==> src/rtl/d_mem_arbiter.sv <==
// ============================================================================
// Module   : d_mem_arbiter
// Purpose  : Two-port arbiter/sequencer for the single-port data memory.
//            Round-robin when D_MEM_ARB_RR_EN is defined, else A-first priority.
// Revision : 1.0  initial release
// ============================================================================
`default_nettype none

module d_mem_arbiter #(
    parameter int MemSize = 10
) (
    input  logic        Clock,
    input  logic        Reset_n,
    input  logic        ReqA,
    input  logic        ReqB,
    input  logic        WeA,
    input  logic        WeB,
    input  logic [31:0] AddrA,
    input  logic [31:0] AddrB,
    input  logic [31:0] WDataA,
    input  logic [31:0] WDataB,
    output logic        GntA,
    output logic        GntB,
    output logic        DoneA,
    output logic        DoneB,
    output logic        ErrA,
    output logic        ErrB,
    output logic [31:0] RDataA,
    output logic [31:0] RDataB,
    output logic [31:0] Address,
    output logic [31:0] WriteData,
    output logic        MemRead,
    output logic        MemWrite,
    input  logic [31:0] ReadData
);

    typedef enum logic [1:0] {
        IDLE   = 2'd0,
        ACCESS = 2'd1,
        DONE   = 2'd2
    } state_t;

    localparam logic [32:0] C_ADDR_MAX = (33'd1 << MemSize) - 33'd1;

    state_t      r_state;
    state_t      w_next_state;
    logic        r_we;
    logic        r_err;
    logic        r_win_b;
    logic        w_pick_b;
    logic        w_any_req;
    logic [31:0] w_addr;
    logic        w_addr_bad;
    logic [31:0] w_capture;

    assign w_any_req = ReqA | ReqB;

`ifdef D_MEM_ARB_RR_EN
    logic r_last_b;

    // Contention goes to whichever port was not served last.
    assign w_pick_b = ReqB & (~ReqA | ~r_last_b);

    always_ff @(posedge Clock or negedge Reset_n) begin
        if (!Reset_n) begin
            r_last_b <= 1'b1;
        end else if (r_state == DONE) begin
            r_last_b <= r_win_b;
        end
    end
`else
    assign w_pick_b = ReqB & ~ReqA;
`endif

    assign w_addr     = w_pick_b ? AddrB : AddrA;
    assign w_addr_bad = {1'b0, w_addr} > C_ADDR_MAX;
    assign w_capture  = (r_we | r_err) ? 32'd0 : ReadData;

    // Address/WriteData are the latched request itself, so they hold outside ACCESS.
    always_ff @(posedge Clock or negedge Reset_n) begin
        if (!Reset_n) begin
            r_state   <= IDLE;
            r_we      <= 1'b0;
            r_err     <= 1'b0;
            r_win_b   <= 1'b0;
            Address   <= 32'd0;
            WriteData <= 32'd0;
            RDataA    <= 32'd0;
            RDataB    <= 32'd0;
        end else begin
            r_state <= w_next_state;
            if (r_state == IDLE && w_any_req) begin
                r_win_b   <= w_pick_b;
                r_we      <= w_pick_b ? WeB : WeA;
                r_err     <= w_addr_bad;
                Address   <= w_addr;
                WriteData <= w_pick_b ? WDataB : WDataA;
            end
            if (r_state == ACCESS) begin
                if (r_win_b) begin
                    RDataB <= w_capture;
                end else begin
                    RDataA <= w_capture;
                end
            end
        end
    end

    always_comb begin
        w_next_state = r_state;
        GntA         = 1'b0;
        GntB         = 1'b0;
        DoneA        = 1'b0;
        DoneB        = 1'b0;
        ErrA         = 1'b0;
        ErrB         = 1'b0;
        MemRead      = 1'b0;
        MemWrite     = 1'b0;
        case (r_state)
            IDLE: begin
                if (w_any_req) begin
                    w_next_state = ACCESS;
                end
            end
            ACCESS: begin
                GntA         = ~r_win_b;
                GntB         = r_win_b;
                MemRead      = ~r_we & ~r_err;
                MemWrite     = r_we & ~r_err;
                w_next_state = DONE;
            end
            DONE: begin
                DoneA        = ~r_win_b;
                DoneB        = r_win_b;
                ErrA         = ~r_win_b & r_err;
                ErrB         = r_win_b & r_err;
                w_next_state = IDLE;
            end
            default: begin
                w_next_state = IDLE;
            end
        endcase
    end

endmodule

`default_nettype wire

==> config.mk <==
export PLATFORM = sky130hd
export DESIGN_NAME = d_mem_arbiter
export DESIGN_NICKNAME = d
export VERILOG_FILES = /design/src/rtl/d_mem_arbiter.sv
export SDC_FILE = /design/constraint.sdc
export NUM_CORES = 1
export LEC_CHECK = 0
export CORE_AREA = 2 2 129 131
export DETAILED_ROUTE_END_ITERATION = 7
export DIE_AREA = 0 0 131 133
export GPL_TIMING_DRIVEN = 0
export PLACE_DENSITY = 0.77
export REMOVE_ABC_BUFFERS = 1
export SYNTH_ARGS = -nofsm -noshare
export SYNTH_HDL_FRONTEND = slang
export SYNTH_SLANG_ARGS = --single-unit
==> constraint.sdc <==
create_clock -name Clock -period 1.5 [get_ports Clock]
set_clock_uncertainty 0.2 [all_clocks]
set_input_delay 0.15 -clock Clock [delete_from_list [all_inputs] [get_ports Clock]]
set_output_delay 0.15 -clock Clock [all_outputs]
set_load 0.05 [all_outputs]
Yosys cells after proc, flatten, opt, wreduce, memory -nomap -nowiden
Index checks and enable logic that the tools add are counted.
{"block": "op_classes", "n_lt_le_gt_ge": 1, "n_eq_ne": 3, "mux": 14, "n_bitwise": 11, "reduce_logical": 4}
{"op": "$mux 32", "n": 3}
{"op": "$gt 32x10->1 const B", "n": 1}
{"op": "$mux 1", "n": 9}
{"op": "$and 1x1->1", "n": 5}
{"op": "$not 1->1", "n": 4}
{"op": "$pmux 2 s2", "n": 1}
{"op": "$reduce_and 2->1", "n": 2}
{"op": "$eq 2x1->1 const B", "n": 1}
{"op": "$eq 2x2->1 const B", "n": 1}
{"op": "$logic_not 2->1", "n": 1}
{"op": "$mux 2", "n": 1}
{"op": "$ne 2x2->1 const B", "n": 1}
{"op": "$or 1x1->1", "n": 2}
{"op": "$logic_and 1x1->1", "n": 1}
{"block": "totals", "regBits": 133, "inputBits": 166}

Longest topological paths before layout
{"block": "depth", "depth_word": 4, "mapped_depth": 7, "depth_no_buf": 5}

Worst setup path before layout
OpenSTA, ideal clock, no wires.
{"block": "synth_path", "path_type": "reg-to-output", "startpoint": "register r_state[1]", "endpoint": "output MemWrite", "arrival_time_ns": 1.713, "t_required_ns": 1.150, "path_slack_ns": -0.563, "path_stages_with_launch": 3, "n_path_buf": 0, "cell_sequence": "dfrtp_1 > nand2b_1 > nor3b_1"}
{"block": "synth_between", "elab_chain_len": 2}
{"element": "from (decl)", "line": "45", "source": "state_t r_state;"}
{"element": "from (signal assigned)", "line": "91", "source": "r_state <= w_next_state;"}
{"element": "$eq 2x1->1", "line": "119", "source": "case (r_state)"}
{"element": "$mux 1", "line": "119"}
{"element": "to (decl)", "line": "33", "source": "output logic MemWrite,"}
No other way between the ends.

Final worst setup path
{"block": "layout_path", "startpoint": "register r_state[0]", "endpoint": "register WriteData[1]"}
{"block": "layout_between", "elab_chain_len": 2}
{"element": "$logic_not 2->1", "line": "92", "source": "if (r_state == IDLE && w_any_req) begin"}
{"element": "$logic_and 1x1->1", "line": "92"}
{"element": "to (signal assigned)", "line": "97", "source": "WriteData <= w_pick_b ? WDataB : WDataA;"}
{"element": "to (decl)", "line": "31", "source": "output logic [31:0] WriteData,"}
No other way between the ends.
A chain may end at the register's enable or synchronous reset.

==> results by group <==
Run status
  • Run status: finished with violations
  • Violations in the final reports: setup timing

Drt
  • TritonRoute pass-1 iters: 4
  • Average detailed-routed wire length per instance: 21.3 um
  • Total number of vias: a little over 6000
  • Residual DRC count: 0
  • Average via count per standard cell: ~5.2
  • Count of nets left with antenna violations after detail routing: 0
  • First DRT Iteration DRCs: approximately 270
  • Total detailed-routing wirelength: between 20000 and 25000 um

Worst setup path
  • Arrival time at the worst endpoint: 1.86 ns
  • Most prevalent standard cell on the critical path: sky130_fd_sc_hd__clkbuf_16
  • CP cell instances: buf_6 -> nor2_4 -> buf_12 -> o21ai_4 -> clkbuf_16 -> clkbuf_16 -> nand2_2 -> o21ai_1
  • Crit-path leading delay family: buffers and inverters
  • CP max-delay cell: sky130_fd_sc_hd__dfrtp_2
  • Crit. path cell count: 8
  • Buf+Inv Stages, Crit Path: 4
  • Startpoint-to-endpoint class of the critical path: reg2reg
  • Worst Path Required: 1.60 ns
  • Reg-to-reg critical path startpoint: r_state[0]
  • Depth of the worst register-to-register path: 8
  • Maximum fanout count along the critical path: 6
  • Launch point of the worst path: r_state[0]
  • Endpoint type of the worst setup path: register
  • Crit path launch type: register
  • Critical Path Max Stage Delay: 0.45 ns

Global routing
  • Overall track demand over capacity in global routing: 0.255
  • First-pass GRT wire length: between 30000 and 40000 um
  • Total global routing overflow: 0
  • Largest net degree at the start of global routing: 85
  • Number of global-route vias before repair: 6080
  • Initial antenna violation count: 0

Yosys
  • Compound-cell area share of the yosys netlist: 0.144
  • Main combinational cell family by area after synthesis: compound AO/OA/AOI/OAI gates
  • Average footprint of a synthesized cell: 9.97 um2
  • Part of the Yosys area used for sequential elements: 0.587
  • XOR/XNOR share of the synthesized area: 0
  • Simple-Gate Fraction of Synth Area: 0.131
  • Adder-cell share of the synthesized area: 0
  • Cell area after synthesis: around 5700 um2
  • Number of library cell types mapped by synthesis: 29
  • Share of synthesized area spent on multiplexers: 0.0997
  • FF+latch count, synth: 133
  • Synth warnings: 0
  • Mapped Cells: about 570

Place
  • Placed wire-length estimate: 12800 um
  • Placement Setup Slack: -1.47 ns
  • Placed cells: approximately 1100
  • I/O Buffers: about 300
  • Cell Area, Placed: slightly below 9000 um2
  • Routability Congestion: between 0.8 and 0.9

Layout
  • Share of post-route cells with drive strength above 1: 0.498
  • Nets: between 1000 and 1500
  • Diodes inserted: 0
  • Final design instance area without fill: 11300 um2
  • Final Core Density: 0.698
  • Count of non-filler cells in the finished layout: 1158
  • Syn-to-layout area delta: 99.0%
  • Fill cell instance count of the final layout: between 1000 and 1500

Power
  • PnR Total Power: 23.4 mW
  • Fraction of power consumed by sequential logic: 0.236
  • Net switching power of the design: 10.7 mW
  • Total power divided by cell area: 2070 nW/um2
  • Combinational share of power: 0.579
  • Largest voltage drop on the vdd net: 0.00113 V
  • Switching share of power: 0.459
  • Internal Pwr Total: 12.6 mW
  • Clock group share of total power: 0.186
  • Total leakage power: 5.34 nW

Floorplan
  • Total number of placement rows: 47
  • Starting utilization of the core area: 0.351
  • I/O pins: 302
  • Core area: 16200 um2
  • Chip width: 131 um
  • Die Y-Extent: 133 um
  • Total die area: 17400 um2

STA
  • Final worst path period need: 1.76 ns
  • Setup repair after global routing missed its margin: true
  • Post-route worst setup slack: -0.257 ns
  • Ratio of final minimum period to clock period: 1.17
  • Total count of max-transition violations in the final report: 0
  • Slew headroom: 0.620
  • Final number of hold-violating endpoints: 0
  • Highest attainable clock frequency: 569 MHz
  • Worst Tran Pin Value: 0.570 ns
  • Finish-stage setup viols: around 110

Clocking
  • Count of H-tree levels built during CTS: 4
  • Cell at the root of the clock tree: sky130_fd_sc_hd__clkbuf_16
  • Insertion delay to the later sink of the worst-skew pair: a little over 0.4 ns
  • TritonCTS clock tree: yes
  • Clock buffers created by TritonCTS: 17
  • Number of buffers on the longest clock path: 2
  • Sink count of the clock tree: 133
  • Worst-path clk slew: 0.07 ns

Worst hold path
  • Hold Crit Class: in2async

Flow run
  • Max-cap violation count: 0
## power groups by stage
stage               combinational [mW]  clock, mW  sequential [mW]
finish                            13.5       4.33             5.51
global route                      14.0       4.56             5.61
CTS                               10.9       4.36             5.17
detailed placement                8.54          0             5.18
global placement                  6.20          0             4.79
floorplan                         1.58          0             8.19
## cell usage after synthesis (all sizes together)
cell type / instances / area [um2]
inv: 4 / 15.0
dfrtp: 133 / 3330
nor3: 1 / 5.00
buf: 20 / 129
o22ai: 20 / 125
clkinv: 1 / 3.75
o32a: 1 / 10.0
a21oi: 13 / 65.1
clkbuf: 19 / 71.3
nand4: 2 / 12.5
o41ai: 1 / 8.76
nor4b: 1 / 8.76
and2: 1 / 6.26
nor4: 9 / 56.3
nand2b: 3 / 26.3
nor3b: 1 / 7.51
nor2b: 2 / 12.5
and3: 1 / 6.26
nand2: 155 / 582
o21ai: 120 / 601
mux2i: 55 / 551
mux2: 1 / 15.0
nor2: 4 / 17.5
o211ai: 1 / 7.51
## flip-flops by register name (all words and copies together), names as in the netlist
register   flops
Address       32
RDataA        32
RDataB        32
WriteData     32
r_state        2
r_err          1
r_we           1
r_win_b        1
## logic make-up after synthesis
| logic type | count (synthesis) |
|---|---|
| and+or+nand+nor | 180 |
| muxes | 56 |
| AOI/OAI and AO/OA | 156 |
| buffers and inverters | 44 |
| DFF | 133 |
## stage by stage
stage                TNS, ns  hold slack (ns)
finish                -15.11           0.0418
global route          -22.16           0.0868
CTS                   -14.97           0.0566
detailed placement    -91.83          -0.0665
global placement    -1088.48            0.259
floorplan            -186.81           -0.346
## final timing paths
kind | to | slack, ns
worst min register to register | RDataB[29] | 0.28
worst max register to register | WriteData[1] | -0.26
worst min-delay path | RDataB[11] | 0.04
max in group asynchronous | Address[13] | 0.27
min in group Clock | RDataA[7] | 0.11
worst max-delay path | WriteData[1] | -0.26
## placed cells by master (no fill, tap or decap), types with 3 or more instances in the layout
master,synthesis,routed
sky130_fd_sc_hd__nand2_2,0,49
sky130_fd_sc_hd__bufinv_16,0,3
sky130_fd_sc_hd__dfrtp_1,133,131
sky130_fd_sc_hd__o22ai_2,0,14
sky130_fd_sc_hd__clkdlybuf4s50_1,0,162
sky130_fd_sc_hd__clkbuf_16,0,28
sky130_fd_sc_hd__o22ai_4,0,6
sky130_fd_sc_hd__nand2_4,0,51
sky130_fd_sc_hd__clkinv_2,0,3
sky130_fd_sc_hd__clkbuf_4,0,10
sky130_fd_sc_hd__nand2b_4,1,5
sky130_fd_sc_hd__buf_16,0,17
sky130_fd_sc_hd__buf_6,5,18
sky130_fd_sc_hd__nor4_2,0,4
sky130_fd_sc_hd__o21ai_1,3,41
sky130_fd_sc_hd__o21ai_2,0,72
sky130_fd_sc_hd__buf_12,0,10
sky130_fd_sc_hd__nand2_1,155,54
sky130_fd_sc_hd__buf_2,13,117
sky130_fd_sc_hd__a21oi_1,13,8
sky130_fd_sc_hd__clkinv_4,0,3
sky130_fd_sc_hd__mux2i_1,55,55
sky130_fd_sc_hd__clkinvlp_4,0,4
sky130_fd_sc_hd__o21ai_0,117,3
sky130_fd_sc_hd__nand2_8,0,4
sky130_fd_sc_hd__buf_8,0,11
sky130_fd_sc_hd__a21oi_2,0,5
sky130_fd_sc_hd__nor4_1,9,5
sky130_fd_sc_hd__o21ai_4,0,6
sky130_fd_sc_hd__buf_4,0,11
## per-layer routing
layer	share of wire	GRT usage	vias up
met5	0	0	-
met4	0.035	0.0928	0
met3	0.083	0.0869	61
met2	0.52	0.442	299
met1	0.37	0.287	2992
li1	-	-	2716
## what timing repair did
| action | in CTS | in global routing |
|---|---|---|
| setup buffers | 29 | 5 |
| endpoints found under the setup margin | 268 | 155 |
| gates resized for setup | 849 | 336 |
| gates cloned | 23 | 17 |
| hold endpoints to repair | 133 | 0 |
| hold buffers | 1 | 0 |
| pin swaps | 51 | 84 |
## worst reg2reg max path, stage by stage (launching register included)
cell,delay [ns]
sky130_fd_sc_hd__dfrtp_2,0.45
sky130_fd_sc_hd__buf_6,0.13
sky130_fd_sc_hd__nor2_4,0.09
sky130_fd_sc_hd__buf_12,0.12
sky130_fd_sc_hd__o21ai_4,0.11
sky130_fd_sc_hd__clkbuf_16,0.23
sky130_fd_sc_hd__clkbuf_16,0.17
sky130_fd_sc_hd__nand2_2,0.06
sky130_fd_sc_hd__o21ai_1,0.08
## area by class of cell
cell class,count,area [um2],share of cell area
inverter,5,28.8,0.00255
clock inverter,15,179,0.0159
tap,220,275,0.0244
multi-input combinational,399,3350,0.297
timing repair buffer,369,3700,0.328
sequential,133,3330,0.295
clock buffer,17,425,0.0377
(Power assumes the default switching activity.)
